<file path="src/rtl/tt_um_uart_transmitter_pkg.sv">
// Shared constants for the Hamming(7,4) UART link: FSM encoding, oversampling
// default and codeword bit positions (common to transmitter, receiver and decoder).
package tt_um_uart_transmitter_pkg;

  localparam logic [1:0] ST_IDLE  = 2'b00;
  localparam logic [1:0] ST_START = 2'b01;
  localparam logic [1:0] ST_DATA  = 2'b10;
  localparam logic [1:0] ST_STOP  = 2'b11;

  localparam int OVERSAMPLE_DEF = 8;
  localparam int DATA_BITS      = 7;

  // Codeword layout c[6:0] = {d4,d3,d2,p3,d1,p2,p1}
  localparam int CW_P1 = 0;
  localparam int CW_P2 = 1;
  localparam int CW_D1 = 2;
  localparam int CW_P3 = 3;
  localparam int CW_D2 = 4;
  localparam int CW_D3 = 5;
  localparam int CW_D4 = 6;

endpackage

</file>
<file path="src/rtl/tt_um_uart_transmitter_hamming74_encoder.sv">
// Combinational Hamming(7,4) encoder: nibble d1..d4 = data_i[0..3] to 7-bit codeword.
module hamming74_encoder
  import tt_um_uart_transmitter_pkg::*;
(
  input  logic [3:0]           data_i,
  output logic [DATA_BITS-1:0] code_o
);

  logic d1, d2, d3, d4;

  assign d1 = data_i[0];
  assign d2 = data_i[1];
  assign d3 = data_i[2];
  assign d4 = data_i[3];

  always_comb begin
    code_o        = '0;
    code_o[CW_P1] = d1 ^ d2 ^ d4;
    code_o[CW_P2] = d1 ^ d3 ^ d4;
    code_o[CW_D1] = d1;
    code_o[CW_P3] = d2 ^ d3 ^ d4;
    code_o[CW_D2] = d2;
    code_o[CW_D3] = d3;
    code_o[CW_D4] = d4;
  end

endmodule

</file>
<file path="src/rtl/tt_um_uart_transmitter.sv">
// UART transmitter for Hamming(7,4) codewords: start, 7 bits LSB-first, stop,
// each bit held OVERSAMPLE ena-qualified ticks; tx is registered.
module tt_um_uart_transmitter
  import tt_um_uart_transmitter_pkg::*;
#(
  parameter int OVERSAMPLE = OVERSAMPLE_DEF
) (
  input  logic       clk,
  input  logic       rst_n,
  input  logic       ena,
  input  logic [3:0] data_in,
  input  logic       data_valid,
  output logic       data_ready,
  output logic       tx,
  output logic [1:0] state_out,
  output logic       frame_done
);

  localparam int                CNT_W    = $clog2(OVERSAMPLE);
  localparam logic [CNT_W-1:0]  CNT_LAST = CNT_W'(OVERSAMPLE - 1);
  localparam logic [2:0]        BIT_LAST = 3'(DATA_BITS - 1);

  logic [1:0]           state_q, state_d;
  logic [CNT_W-1:0]     sample_cnt_q, sample_cnt_d;
  logic [2:0]           bit_cnt_q, bit_cnt_d;
  logic [DATA_BITS-1:0] code_q, code_d;
  logic                 tx_q, tx_d;
  logic [DATA_BITS-1:0] enc_code;
  logic                 tick_last;
  logic                 accept;

  hamming74_encoder u_enc (
    .data_i (data_in),
    .code_o (enc_code)
  );

  assign tick_last  = (sample_cnt_q == CNT_LAST);
  assign data_ready = (state_q == ST_IDLE) | ((state_q == ST_STOP) & tick_last);
  assign accept     = ena & data_valid & data_ready;
  assign frame_done = ena & (state_q == ST_STOP) & tick_last;

  always_comb begin
    state_d      = state_q;
    sample_cnt_d = sample_cnt_q;
    bit_cnt_d    = bit_cnt_q;
    code_d       = code_q;
    tx_d         = tx_q;
    if (ena) begin
      sample_cnt_d = sample_cnt_q + 1'b1;
      case (state_q)
        ST_IDLE: begin
          sample_cnt_d = '0;
          tx_d         = 1'b1;
        end
        ST_START: begin
          if (tick_last) begin
            state_d   = ST_DATA;
            bit_cnt_d = '0;
            tx_d      = code_q[0];
          end
        end
        ST_DATA: begin
          if (tick_last) begin
            if (bit_cnt_q == BIT_LAST) begin
              state_d = ST_STOP;
              tx_d    = 1'b1;
            end else begin
              bit_cnt_d = bit_cnt_q + 3'd1;
              tx_d      = code_q[bit_cnt_d];
            end
          end
        end
        ST_STOP: begin
          if (tick_last) begin
            state_d = ST_IDLE;
            tx_d    = 1'b1;
          end
        end
        default: begin
          state_d      = ST_IDLE;
          sample_cnt_d = '0;
          bit_cnt_d    = '0;
          tx_d         = 1'b1;
        end
      endcase
      // Accept overrides the STOP->IDLE exit so back-to-back frames have no gap
      if (accept) begin
        state_d      = ST_START;
        sample_cnt_d = '0;
        bit_cnt_d    = '0;
        code_d       = enc_code;
        tx_d         = 1'b0;
      end
    end
  end

  always_ff @(posedge clk or negedge rst_n) begin
    if (!rst_n) begin
      state_q      <= ST_IDLE;
      sample_cnt_q <= '0;
      bit_cnt_q    <= '0;
      code_q       <= '0;
      tx_q         <= 1'b1;
    end else begin
      state_q      <= state_d;
      sample_cnt_q <= sample_cnt_d;
      bit_cnt_q    <= bit_cnt_d;
      code_q       <= code_d;
      tx_q         <= tx_d;
    end
  end

  assign tx        = tx_q;
  assign state_out = state_q;

endmodule
</file>
<file path="config.mk">
export PLATFORM = sky130hd
export DESIGN_NAME = tt_um_uart_transmitter
export DESIGN_NICKNAME = d
export VERILOG_FILES = /design/src/rtl/tt_um_uart_transmitter_pkg.sv /design/src/rtl/tt_um_uart_transmitter_hamming74_encoder.sv /design/src/rtl/tt_um_uart_transmitter.sv
export SDC_FILE = /design/constraint.sdc
export NUM_CORES = 1
export LEC_CHECK = 0
export BUFFER_PORTS_ARGS = -buffer_cell sky130_fd_sc_hd__buf_2
export CORE_UTILIZATION = 60
export DETAILED_ROUTE_END_ITERATION = 16
export PLACE_DENSITY = 0.82
export SYNTH_ARGS = -nofsm -noshare
export SYNTH_HDL_FRONTEND = slang
export SYNTH_SLANG_ARGS = --single-unit
export TNS_END_PERCENT = 30
</file>
<file path="constraint.sdc">
create_clock -name clk -period 3.8 [get_ports clk]
set_input_delay 0.19 -clock clk [delete_from_list [all_inputs] [get_ports clk]]
set_output_delay 0.19 -clock clk [all_outputs]
set_load 0.005 [all_outputs]
</file>
==> impl_summary.txt <==
----------------------------------------------------
[Place]
  Number of placed instances, taps included ... 130
  Count of input and output buffers ... 12
  Placed Area ... 0.00108 sq mm
  Gp weighted congestion ... roughly 0.79
  Post-detailed-placement half-perimeter wirelength ... roughly 1400 um

[Critical path]
  Startpoint type of the worst setup path ... register
  Crit Reg-Reg Startpoint ... sample_cnt_q[0]$_DFFE_PN0P_
  Critical path buffer and inverter count ... 0
  Largest delay contributor family on the critical path ... simple AND/OR/NAND/NOR gates
  Most used cell along the critical path ... ha_1
  Cell breakdown of the critical path ... ha_1 > ha_1 > a21o_2 > nand3_1 > nand2b_1 > o22ai_1
  Kind of critical path ... reg2reg
  Data arrival time at the worst-slack endpoint ... 2060 ps
  Maximum fanout along the worst path ... 14
  Largest incremental delay on the critical path ... approximately 400 ps
  Crit end category ... register
  Worst path required time ... approximately 4000 ps
  Slowest stage cell, crit path ... dfrtp_1
  Origin of the worst setup path ... sample_cnt_q[0]$_DFFE_PN0P_

[Logic synthesis]
  Top_reg_cell synth ... dfrtp_1
  Dominant combinational cell family by area after synthesis ... simple AND/OR/NAND/NOR gates
  Number of storage elements in the synthesis netlist ... 16
  Gate count of the mapped netlist ... approximately 110
  Number of nets in the synthesized netlist ... 124
  Largest area contributor in the synthesized netlist ... dfrtp_1
  Async SR Flop Fraction ... 1.00
  Top cells by area, synth ... dfrtp_1 (37%), ha_1 (11%), nand2_1 (7.3%)
  Compound-cell area share of the yosys netlist ... 0.161
  Post-synthesis adder-cell area fraction ... 0.110
  Portion of the post-synthesis area used by sequential elements ... 0.391
  Number of flops mapped to enable cells by yosys ... 0
  Post-Synth Simple-Gate Area ... 0.183
  Xor/xnor share of the synthesized area ... 0.0427
  Syn Area/Cell ... roughly 9.6 sq um
  Top cells by count, synth ... nand2_1 (20), dfrtp_1 (15), ha_1 (9)
  Share of cell area taken by muxes after synthesis ... 0.0598
  Fraction of post-synthesis cell area in the top cell type by area ... 0.366
  Netlist area before placement ... 0.00103 sq mm
  Number of warning messages in the yosys log ... 0
  Synth cell types ... 38
  Most repeated cell in the gate-level netlist after synthesis ... nand2_1

[Finish]
  Core occupancy in the finished layout ... 0.722
  Final Net Count ... approximately 140
  Inserted Diodes ... 0
  Filler-free cell count of the finished design ... about 140
  Layout cell share with drive strength beyond 1 ... 0.202
  Design Area, Final ... roughly 0.0011 sq mm
  Synthesis-to-layout area growth ... 9.63%

[Run status]
  Failing checks ... design-rule violations
  Result of the run ... finished, violations left

[STA]
  Setup TNS Final ... 0 ps
  Ratio of final minimum period to clock period ... 0.486
  Post-Route Hold Slack ... ~120 ps
  Final min period ... roughly 1800 ps
  Worst-case clock skew ... just over 4 ps
  Number of endpoints failing setup at the final stage ... 0
  Setup repair after global routing missed its margin ... false
  Number of hold violations in the final report ... 0
  Worst-margin pin slew ... 506 ps
  Fmax achieved ... ~0.54 GHz
  Max transition margin ... 0.662
  Max-slew violation count ... 0

[Clock network]
  Library cell used as clock root buffer ... clkbuf_4
  Clk pin slew, worst setup/hold paths ... roughly 90 ps
  Latest clock arrival within the worst-skew pair ... 290 ps
  Clk buf depth ... 2
  Postcts setup bufs ... 0
  CTS H-Tree Depth ... 1
  Clock buffers created by TritonCTS ... 3
  CTS Sinks ... 16
  Clock tree from TritonCTS ... yes

[Route]
  Final antenna-violating net count ... 0
  Number of violations reported at the end of detailed-routing iteration 0 ... 12
  Via count ... around 790
  First-pass detailed-route iteration total ... 10
  Vias per cell ... around 5.8
  DRC violations left ... 4
  Wire length after detailed routing ... 1760 um
  Detail-routed net length per standard cell ... approximately 13 um

[Floorplan]
  Area of the die ... 0.00188 sq mm
  Top-level port count ... 13
  Die height ... 43.4 um
  Starting Density ... 0.658
  Core Region ... approximately 0.0016 sq mm
  Die Width ... between 40 and 50 um
  Count of standard-cell rows ... 14

[Power and ir drop]
  Worst ir drop on vdd ... just under 0.4 mV
  Power density cells ... roughly 570 mW/mm^2
  Static leakage power ... 0.565 nW

[Global route]
  Initial antenna violation count ... 0
  Via count of the first global-routing pass ... approximately 800
  Total routing usage reported by global routing ... 0.232
  First-pass GRT wire length ... about 3200 um
  Overflow left after global routing ... 0
  Pin count of the biggest net entering global routing ... 17

[Flow run]
  Count of maximum capacitance violations ... 0

[Min path]
  Hold crit path type ... in2reg
  Hold Path Origin ... data_in[0]

----------------------------------------------------
through the flow:
stage | total power, mW | worst slack (ps)
after floorplan | 0.464 | 2240
after global placement | 0.518 | 1980
after detailed placement | 0.531 | 1940
after CTS | 0.642 | 1920
after global routing | 0.692 | 1740
final | 0.637 | 1950
metal layers:
metal | track usage | wire, um | vias to the layer above
met1 | 0.268 | 783 | 368
met3 | 0.0375 | 63 | 7
li1 | - | - | 389
met4 | 0.100 | 44 | 0
met5 | 0 | 0 | -
met2 | 0.421 | 873 | 21
report_power, final:
| part | switching, mW | internal [mW] | total (mW) |
|---|---|---|---|
| Clock | 0.0520 | 0.0584 | 0.110 |
| Sequential | 0.0504 | 0.242 | 0.293 |
| Combinational | 0.124 | 0.110 | 0.234 |
worst paths after layout:
kind                                               endpoint  slack, ps  depth (start not counted)
worst min register to register        code_q[2]$_DFFE_PN0P_        480                          2
worst max-delay path            sample_cnt_q[1]$_DFFE_PN0P_       1950                          6
min in group asynchronous          state_out[0]$_DFFE_PN0P_        340                          2
worst min-delay path                  code_q[2]$_DFFE_PN0P_        120                          3
max in group asynchronous                    tx$_DFFE_PN1P_       3160                          2
worst max register to register  sample_cnt_q[1]$_DFFE_PN0P_       1950                          6
timing repair:
action                                 CTS  global route
hold buffers                             1             0
endpoints found under the hold margin   15             0
gates resized for setup                  0             0
tightest hold or removal path, delay by kind of cell:
kind | cells | cell delay, ps
buffers and inverters | 1 | 100
AND/OR/NAND/NOR | 2 | 100
layout make-up:
cell class | count | area (sq um)
inverter | 7 | 26.3
timing repair buffer | 13 | 70.1
fill | 128 | 434
clock buffer | 4 | 36.3
sequential | 16 | 402
multi-input combinational | 79 | 571
tap | 16 | 20.0
registers in the layout (all words and copies together), names as in the netlist:
signal        count
bit_cnt_q         3
code_q            7
state_out         2
tx                1
sample_cnt_q      3
cell usage in the layout (no fill, tap or decap), types with 2 or more instances in the layout:
| cell | Yosys | routed |
|---|---|---|
| o22ai_1 | 3 | 3 |
| nor2_2 | 2 | 2 |
| dfrtp_1 | 15 | 15 |
| nand2_1 | 20 | 20 |
| buf_2 | 4 | 12 |
| clkbuf_4 | 0 | 3 |
| mux2i_1 | 5 | 5 |
| inv_1 | 7 | 7 |
| ha_1 | 9 | 9 |
| nand2b_1 | 3 | 3 |
| nor2b_1 | 2 | 2 |
| o21ai_1 | 5 | 5 |
| xor2_1 | 2 | 2 |
| xnor2_1 | 3 | 3 |
| nand3_1 | 2 | 2 |
| nor2_1 | 2 | 2 |
cell families (layout without fill, tap and decap cells):
logic type / count (synthesis) / in the layout
AO/OA/AOI/OAI: 21 / 21
XOR/XNOR: 5 / 5
adder cells (fa/ha/maj): 9 / 9
buffers and inverters: 12 / 24
flip-flops: 16 / 16
multiplexers: 6 / 6
AND/OR/NAND/NOR: 38 / 38
No activity file was read; power rests on OpenSTA's default activity.
